===== src/rtl/sprite_render.sv =====
// Sprite overlay pixel stage: maps the beam position to a 32x32 sprite ROM address,
// applies the transparency key and merges the sprite over the background pixel.
// Latency is 3 clocks from the beam inputs to pix_out; throughput is one pixel per clock.
module sprite_render #(
    parameter int unsigned SPR_W_LOG2  = 5,
    parameter int unsigned SPR_H_LOG2  = 5,
    parameter logic [7:0]  TRANSPARENT = 8'hE3
) (
    input  logic                             clk,
    input  logic                             rst,
    input  logic [9:0]                       hcount,
    input  logic [9:0]                       vcount,
    input  logic                             blank,
    input  logic                             frame_start,
    input  logic [7:0]                       bg_pixel,
    input  logic [9:0]                       pos_x,
    input  logic [9:0]                       pos_y,
    input  logic                             pos_load,
    input  logic                             spr_en,
    output logic [SPR_H_LOG2+SPR_W_LOG2-1:0] rom_addr,
    input  logic [7:0]                       rom_data,
    output logic [7:0]                       pix_out,
    output logic                             pix_blank,
    output logic                             spr_hit
);

    localparam int unsigned AddrW = SPR_H_LOG2 + SPR_W_LOG2;
    localparam logic [10:0] SprW  = 11'(1 << SPR_W_LOG2);
    localparam logic [10:0] SprH  = 11'(1 << SPR_H_LOG2);

    // Position registers: shadow is written by software at any time, active is what the
    // hit test uses and only changes at a frame boundary.
    logic [9:0] shadow_x_q, shadow_x_d;
    logic [9:0] shadow_y_q, shadow_y_d;
    logic [9:0] act_x_q, act_x_d;
    logic [9:0] act_y_q, act_y_d;
    logic       act_en_q, act_en_d;

    // Stage 0 (combinational hit test)
    logic [10:0] dx;
    logic [10:0] dy;
    logic        in_box;

    // Stage 1 / stage 2 pipeline registers
    logic [AddrW-1:0] rom_addr_q, rom_addr_d;
    logic             s1_in_box_q;
    logic [7:0]       s1_bg_q;
    logic             s1_blank_q;
    logic             s2_in_box_q;
    logic [7:0]       s2_bg_q;
    logic             s2_blank_q;

    // Stage 3 output registers
    logic [7:0] pix_out_q, pix_out_d;
    logic       pix_blank_q;
    logic       spr_hit_q, spr_hit_d;
    logic       opaque;

    // Next-state for the double-buffered position and enable
    always_comb begin
        shadow_x_d = shadow_x_q;
        shadow_y_d = shadow_y_q;
        act_x_d    = act_x_q;
        act_y_d    = act_y_q;
        act_en_d   = act_en_q;
        if (pos_load) begin
            shadow_x_d = pos_x;
            shadow_y_d = pos_y;
        end
        if (frame_start) begin
            // A load coinciding with frame_start bypasses the shadow so it is not lost
            act_x_d  = pos_load ? pos_x : shadow_x_q;
            act_y_d  = pos_load ? pos_y : shadow_y_q;
            act_en_d = spr_en;
        end
    end

    // Position and enable state
    always_ff @(posedge clk) begin
        if (rst) begin
            shadow_x_q <= '0;
            shadow_y_q <= '0;
            act_x_q    <= '0;
            act_y_q    <= '0;
            act_en_q   <= 1'b0;
        end else begin
            shadow_x_q <= shadow_x_d;
            shadow_y_q <= shadow_y_d;
            act_x_q    <= act_x_d;
            act_y_q    <= act_y_d;
            act_en_q   <= act_en_d;
        end
    end

    // Hit test: 11-bit differences so a beam left of / above the sprite goes negative
    // instead of wrapping; nothing past coordinate 1023 is ever reached, so clipping is free.
    always_comb begin
        dx     = {1'b0, hcount} - {1'b0, act_x_q};
        dy     = {1'b0, vcount} - {1'b0, act_y_q};
        in_box = act_en_q & ~blank
               & ~dx[10] & (dx < SprW)
               & ~dy[10] & (dy < SprH);
    end

    // ROM address holds its previous value outside the box to avoid needless toggling
    always_comb begin
        rom_addr_d = rom_addr_q;
        if (in_box) begin
            rom_addr_d = {dy[SPR_H_LOG2-1:0], dx[SPR_W_LOG2-1:0]};
        end
    end

    // Stage 1 and stage 2 registers; blank resets high so outputs read as blanked
    always_ff @(posedge clk) begin
        if (rst) begin
            rom_addr_q  <= '0;
            s1_in_box_q <= 1'b0;
            s1_bg_q     <= '0;
            s1_blank_q  <= 1'b1;
            s2_in_box_q <= 1'b0;
            s2_bg_q     <= '0;
            s2_blank_q  <= 1'b1;
        end else begin
            rom_addr_q  <= rom_addr_d;
            s1_in_box_q <= in_box;
            s1_bg_q     <= bg_pixel;
            s1_blank_q  <= blank;
            s2_in_box_q <= s1_in_box_q;
            s2_bg_q     <= s1_bg_q;
            s2_blank_q  <= s1_blank_q;
        end
    end

    // Stage 3 merge: rom_data is aligned with the stage 2 registers
    always_comb begin
        opaque    = s2_in_box_q & (rom_data != TRANSPARENT);
        pix_out_d = opaque ? rom_data : s2_bg_q;
        spr_hit_d = opaque & ~s2_blank_q;
        if (s2_blank_q) begin
            pix_out_d = '0;
        end
    end

    // Output registers
    always_ff @(posedge clk) begin
        if (rst) begin
            pix_out_q   <= '0;
            pix_blank_q <= 1'b1;
            spr_hit_q   <= 1'b0;
        end else begin
            pix_out_q   <= pix_out_d;
            pix_blank_q <= s2_blank_q;
            spr_hit_q   <= spr_hit_d;
        end
    end

    assign rom_addr  = rom_addr_q;
    assign pix_out   = pix_out_q;
    assign pix_blank = pix_blank_q;
    assign spr_hit   = spr_hit_q;

endmodule


===== config.mk =====
export PLATFORM = sky130hd
export DESIGN_NAME = sprite_render
export DESIGN_NICKNAME = d
export VERILOG_FILES = /design/src/rtl/sprite_render.sv
export SDC_FILE = /design/constraint.sdc
export NUM_CORES = 1
export LEC_CHECK = 0
export ABC_AREA = 0
export BUFFER_PORTS_ARGS = -buffer_cell sky130_fd_sc_hd__buf_2
export CAP_MARGIN = 40
export CORE_MARGIN = 10
export CORE_UTILIZATION = 40
export CTS_CLUSTER_DIAMETER = 100
export DETAILED_ROUTE_END_ITERATION = 10
export PLACE_DENSITY_LB_ADDON = 0.2
export SLEW_MARGIN = 20
export SYNTH_ARGS = -nofsm -noshare
export SYNTH_HDL_FRONTEND = slang
export SYNTH_SLANG_ARGS = --single-unit

===== constraint.sdc =====
create_clock -name clk -period 3.5 [get_ports clk]
set_input_delay 0.175 -clock clk [delete_from_list [all_inputs] [get_ports clk]]
set_output_delay 0.175 -clock clk [all_outputs]
set_load 0.01 [all_outputs]

==> results.toml, run 1 <==
[critical_path]
cp_max_fanout = 9
crit_type = "flip-flop to flip-flop"
cp.required_ns = 3.74
cp_slowest_stage_delay_ns = 0.59
crit_path_end_kind = "flip-flop"
cp_cell_sequence = "ha_1 > fa_1 > nand2b_1 > a21oi_2 > o21a_1 > o221ai_1 > a2111oi_2 > and4_1 > mux2_4"
cp-endpoint = "rom_addr[0]"
reg2reg_depth = 9
timing.critical_path.from = "act_y_q[0]"
critical_path.reg2reg.endpoint = "rom_addr[0]"
critPathLaunchType = "flip-flop"
critical_path.reg2reg.startpoint = "act_y_q[0]"
critical_path_data_arrival_time_ns = 3.25
timing.reg2reg.setup_slack_ns = 0.49
slowest_stage = "sky130_fd_sc_hd__and4_1"

[clock_network]
cts_buffers = 9
clkSinkCount = 81
insertion_delay_ns = 0.35
cts_repair_resize_count = 0
ctsHtreeMaxLevel = 3
cts.reportedPaths.clkPinSlew_ns = 0.09
cts-root-to-sink-buffers = 2
clockRootBuffer = "sky130_fd_sc_hd__clkbuf_8"
tritoncts = "done"

[route]
via_per_inst = 4.95
post-route-drc-count = 0
vias = 2964
post_drt_wl_per_cell_um = 13.7
drt_iter0_drc = 107
wirelength_um = 8230
drtPass1Iterations = 4
drt.antenna.violating_nets = 0

[timing]
timing_worst_slew_pin_value_ns = 0.739
worst_clock_skew_ns = 0.00978
report.final.setup_viol = 0
finalHoldWorstSlack_ns = 0.0247
timing.max_slew.rel_slack = 0.507
post-route-period-util = 0.860
rsz0062_at_grt = "no"
hold_violations = 0
slew_viol_final = 0
period_needed_ns = 3.01
tns_ns = 0
fmax_ghz = 0.332

[die]
fp.dieArea_um2 = 13700
io_pins = 82
fp.coreArea_um2 = 9200
start_util = 0.410
die_height_um = 117
fp.dieW_um = 117
std_cell_rows = 35

[yosys]
post-synth-top-area-fraction = 0.430
netlist-cell-type-count = 52
synth_cells = 404
ys_seq_area_frac = 0.430
async_reset_ff_frac = 0
synth_flop_cell = "sky130_fd_sc_hd__dfxtp_1"
synth.area.top_cells = "sky130_fd_sc_hd__dfxtp_1 43%, sky130_fd_sc_hd__mux2i_1 8.0%, sky130_fd_sc_hd__ha_1 6.6%, sky130_fd_sc_hd__nor2_1 6.6%, sky130_fd_sc_hd__nor2b_1 5.3%"
synth_area_um2 = 3770
syn-num-nets = 488
post_synth_edffs = 0
synth_warnings = 0
avgSynthCellArea_um2 = 9.33
synth_top_cell_by_area = "sky130_fd_sc_hd__dfxtp_1"
postSynthRegisterBits = 81

[run]
cap_violations = 0

[grt]
global_route_wire_length_before_repair_um = 13600
pin_count_of_the_biggest_net_entering_global_routing = 47
grt_pass1_vias = 2952
gr-total-overflow = 0
globalRouteTotalUtil = 0.123
initial_antenna_violation_count = 0

[layout]
antenna_diode_count = 0
mostFrequentLayoutCells = "81 x sky130_fd_sc_hd__dfxtp_1, 81 x sky130_fd_sc_hd__buf_2, 66 x sky130_fd_sc_hd__nor2_1"
post_layout_nonfiller_instances = 599
seq_area_um2 = 1620
layout.core_utilization = 0.490
layout.filler_cells = 918
multiInputGateArea_um2 = 1960
drive_gt1_frac = 0.252
area_growth_pct = 19.6
nNetsFinal = 567

[power]
power_density_nw_per_um2 = 463
ir_worst_vdd_v = 0.000230
total_leakage_power_nw = 2.05

[placement]
dpl.cell_count = 582
gp_congestion = 0.876
numPortBuffers = 81
post-dp-hpwl_um = 6480

[run_status]
outcome = "finished, final reports clean"

[min_path]
hold_path_class = "primary input to flip-flop"
-- critical path: cells and delay by family (launching register included) --
kind	cells	cell delay (ns)
adders and majority gates	2	0.60
and+or+nand+nor	2	0.78
AOI/OAI and AO/OA	4	0.86
DFF	1	0.32
muxes	1	0.34
-- through the flow --
stage | cell area (um^2) | worst slack [ns] | total power [mW]
floorplan | 3770 | 0.896 | 1.24
global placement | 4260 | 0.555 | 1.33
finish | 4510 | 0.490 | 2.08
detailed placement | 4270 | 0.491 | 1.33
global route | 4510 | 0.199 | 2.20
CTS | 4510 | 0.473 | 2.11
-- cells by family (layout without fill, tap and decap cells) --
| logic type | Yosys count | in the layout | synth area share |
|---|---|---|---|
| flip-flops | 81 | 81 | 0.430 |
| AO/OA/AOI/OAI | 64 | 64 | 0.129 |
| adder cells (fa/ha/maj) | 22 | 22 | 0.0771 |
| AND/OR/NAND/NOR | 149 | 149 | 0.197 |
| multiplexers | 38 | 38 | 0.112 |
| XOR/XNOR | 3 | 3 | 0.00698 |
| buffers and inverters | 47 | 131 | 0.0488 |
-- routing by layer --
metal / track usage / wire [um]
met1: 0.154 / 3810
met2: 0.193 / 3750
met3: 0.0433 / 567
met4: 0.0437 / 106
met5: 0 / 0
-- timing repair --
item                      4_1_cts  5_1_grt
hold buffers                    1        0
buffers inserted                0        0
hold endpoints to repair        1        0
-- where the power goes --
group | leakage (nW) | internal (mW) | switching (mW)
Sequential | 0.666 | 0.962 | 0.0146
Combinational | 1.27 | 0.149 | 0.185
Clock | 0.113 | 0.414 | 0.360
-- final cells by class --
cell class / instances / area share
clock buffer: 9 / 0.0275
clock inverter: 7 / 0.0233
inverter: 29 / 0.0242
multi-input combinational: 276 / 0.435
sequential: 81 / 0.360
tap: 111 / 0.0308
timing repair buffer: 86 / 0.0989
-- registers in the layout, summed over array words and instances (netlist names), 8 cells and up --
name,count
shadow_x_q,10
act_x_q,10
act_y_q,10
s1_bg_q,8
s2_bg_q,8
shadow_y_q,10
rom_addr,10
pix_out,8
-- synth_stat cells (all sizes together), types with 2 or more instances --
library cell	n
mux2i	30
a211oi	22
nor2	66
nand4	2
a2111oi	2
a21oi	8
nand2	12
mux2	8
buf	5
or2	5
a21boi	2
a21o	2
nor4	6
xnor2	2
clkbuf	13
o21ai	8
nor2b	32
inv	29
dfxtp	81
fa	2
o2111ai	2
and3	4
a31o	3
nand3	2
o311ai	3
ha	20
nor3	5
nand2b	9
o21a	2
-- worst min-delay path by stage --
stage                startpoint    endpoint  slack, ns  cells after the start
finish              bg_pixel[5]  s1_bg_q[5]       0.02                      2
global route        bg_pixel[0]  s1_bg_q[0]       0.01                      2
global placement          blank  s1_blank_q       0.38                      2
CTS                 bg_pixel[4]  s1_bg_q[4]       0.01                      2
floorplan                 blank  s1_blank_q       0.28                      1
detailed placement        blank  s1_blank_q       0.38                      2
(Power assumes the default switching activity.)
==> run 2: changes to the inputs <==
--- a/config.mk
+++ b/config.mk
@@ -9,7 +9,7 @@
 export BUFFER_PORTS_ARGS = -buffer_cell sky130_fd_sc_hd__buf_2
 export CAP_MARGIN = 40
 export CORE_MARGIN = 10
-export CORE_UTILIZATION = 40
+export CORE_UTILIZATION = 54
 export CTS_CLUSTER_DIAMETER = 100
 export DETAILED_ROUTE_END_ITERATION = 10
 export PLACE_DENSITY_LB_ADDON = 0.2
==> results.toml, run 2 (synthesis results as in run 1) <==
[critical_path]
critical_path_data_arrival_time_ns = 3.34
reg2reg_depth = 9
path_buf_inv = 0
critical_path.reg2reg.endpoint = "rom_addr[6]"
cp_slowest_stage_delay_ns = 0.63
crit_type = "flip-flop to flip-flop"
cp_cell_sequence = "ha_1 > fa_1 > nand2b_1 > a21oi_2 > o21a_1 > o221ai_1 > a2111oi_2 > and4_1 > mux2_4"
slowest_stage = "sky130_fd_sc_hd__and4_1"
cp_max_fanout = 10
crit_path_end_kind = "flip-flop"
critPathLaunchType = "flip-flop"
cp.required_ns = 3.75
worst_path_dominant_cell_family = "compound AO/OA/AOI/OAI gates"
critical_path.reg2reg.startpoint = "act_y_q[0]"
timing.reg2reg.setup_slack_ns = 0.41

[min_path]
hold_path_class = "primary input to flip-flop"
min_path_cells = 2
worstHoldStart = "bg_pixel[0]"
hold-path-endpoint = "s1_bg_q[0]"

[route]
drt.antenna.violating_nets = 0
drtPass1Iterations = 4
vias = 2963
post_drt_wl_per_cell_um = 13.7
post-route-drc-count = 0
via_per_inst = 5.06
wirelength_um = 8020
drt_iter0_drc = 151

[clock_network]
ctsHtreeMaxLevel = 3
cts_repair_resize_count = 0
cts_hold_repair.buffers = 4
cts_buffers = 9
cts-root-to-sink-buffers = 2
cts.reportedPaths.clkPinSlew_ns = 0.09
clkSinkCount = 81
tritoncts = "done"
insertion_delay_ns = 0.36
cts_setup_buffers = 0
clockRootBuffer = "sky130_fd_sc_hd__clkbuf_8"

[placement]
numPortBuffers = 81
post_dp_cell_area_um2 = 4240
gp_congestion = 0.917
post-dp-hpwl_um = 6190

[layout]
final_area_um2 = 4510
mostFrequentLayoutCells = "81 x sky130_fd_sc_hd__dfxtp_1, 81 x sky130_fd_sc_hd__buf_2, 66 x sky130_fd_sc_hd__nor2_1"
antenna_diode_count = 0
drive_gt1_frac = 0.249
nNetsFinal = 569
area_growth_pct = 19.8

[run_status]
outcome = "finished, final reports clean"

[die]
fp.dieArea_um2 = 10700
start_util = 0.555
die_height_um = 104
io_pins = 82
fp.coreArea_um2 = 6790
std_cell_rows = 30
fp.dieW_um = 104

[timing]
fmax_ghz = 0.323
timing_worst_slew_pin_value_ns = 0.749
period_needed_ns = 3.09
hold_violations = 0
report.final.setup_viol = 0
worst_clock_skew_ns = 0.00965
post-route-period-util = 0.884
tns_ns = 0
timing.max_slew.rel_slack = 0.500
slew_viol_final = 0
rsz0062_at_grt = "no"

[grt]
gr-total-overflow = 0
initial_antenna_violation_count = 0
globalRouteTotalUtil = 0.148
pin_count_of_the_biggest_net_entering_global_routing = 45
grt_pass1_vias = 2872
global_route_wire_length_before_repair_um = 13400

[power]
power.total_mw = 2.10
power_density_nw_per_um2 = 465
ir_worst_vdd_v = 0.000285
total_leakage_power_nw = 2.05

[run]
cap_violations = 0
-- run 2: cell count changes in the layout (fill, tap and decap cells not counted), sizes merged --
cell         change
dlygate4sd3      +3
buf              -1
-- run 2: metal layers --
layer  global-route usage  routed length [um]  up-vias
met5                    0                   0        -
met4               0.0726                 149        0
met3               0.0446                 427       14
met2                0.215                3520       67
met1                0.192                3920     1330
li1                     -                   -     1552
-- run 2: power by group --
group          total, mW  switching [mW]  internal [mW]
combinational      0.334           0.184          0.151
sequential         0.977          0.0151          0.962
clock              0.787           0.370          0.416
-- run 2: worst max-delay path by stage --
stage	from	to	cells past startpoint
6_report	act_y_q[0]	rom_addr[6]	9
5_1_grt	act_y_q[0]	rom_addr[9]	10
4_1_cts	act_y_q[0]	rom_addr[6]	9
3_5_place_dp	act_y_q[0]	rom_addr[6]	9
3_3_place_gp	vcount[0]	rom_addr[7]	11
2_1_floorplan	act_y_q[0]	rom_addr[0]	10
-- run 2: stage by stage --
stage / util / hold WS [ns] / std cells / worst slack (ns)
after floorplan: - / 0.282 / 404 / 0.896
after global placement: 0.623 / 0.377 / 565 / 0.552
final: 0.664 / 0.0205 / 586 / 0.407
after CTS: 0.664 / 0.00142 / 586 / 0.426
after detailed placement: 0.624 / 0.377 / 566 / 0.450
after global routing: 0.664 / 0.0111 / 586 / 0.234
-- run 2: cell type report --
cell class,count,area [um^2]
fillers,564,2280
multi-input cells,276,1960
flip-flops and latches,81,1620
repair buffers,88,468
clock buffers,9,124
well taps,96,120
inverters,29,109
clock inverters,7,108
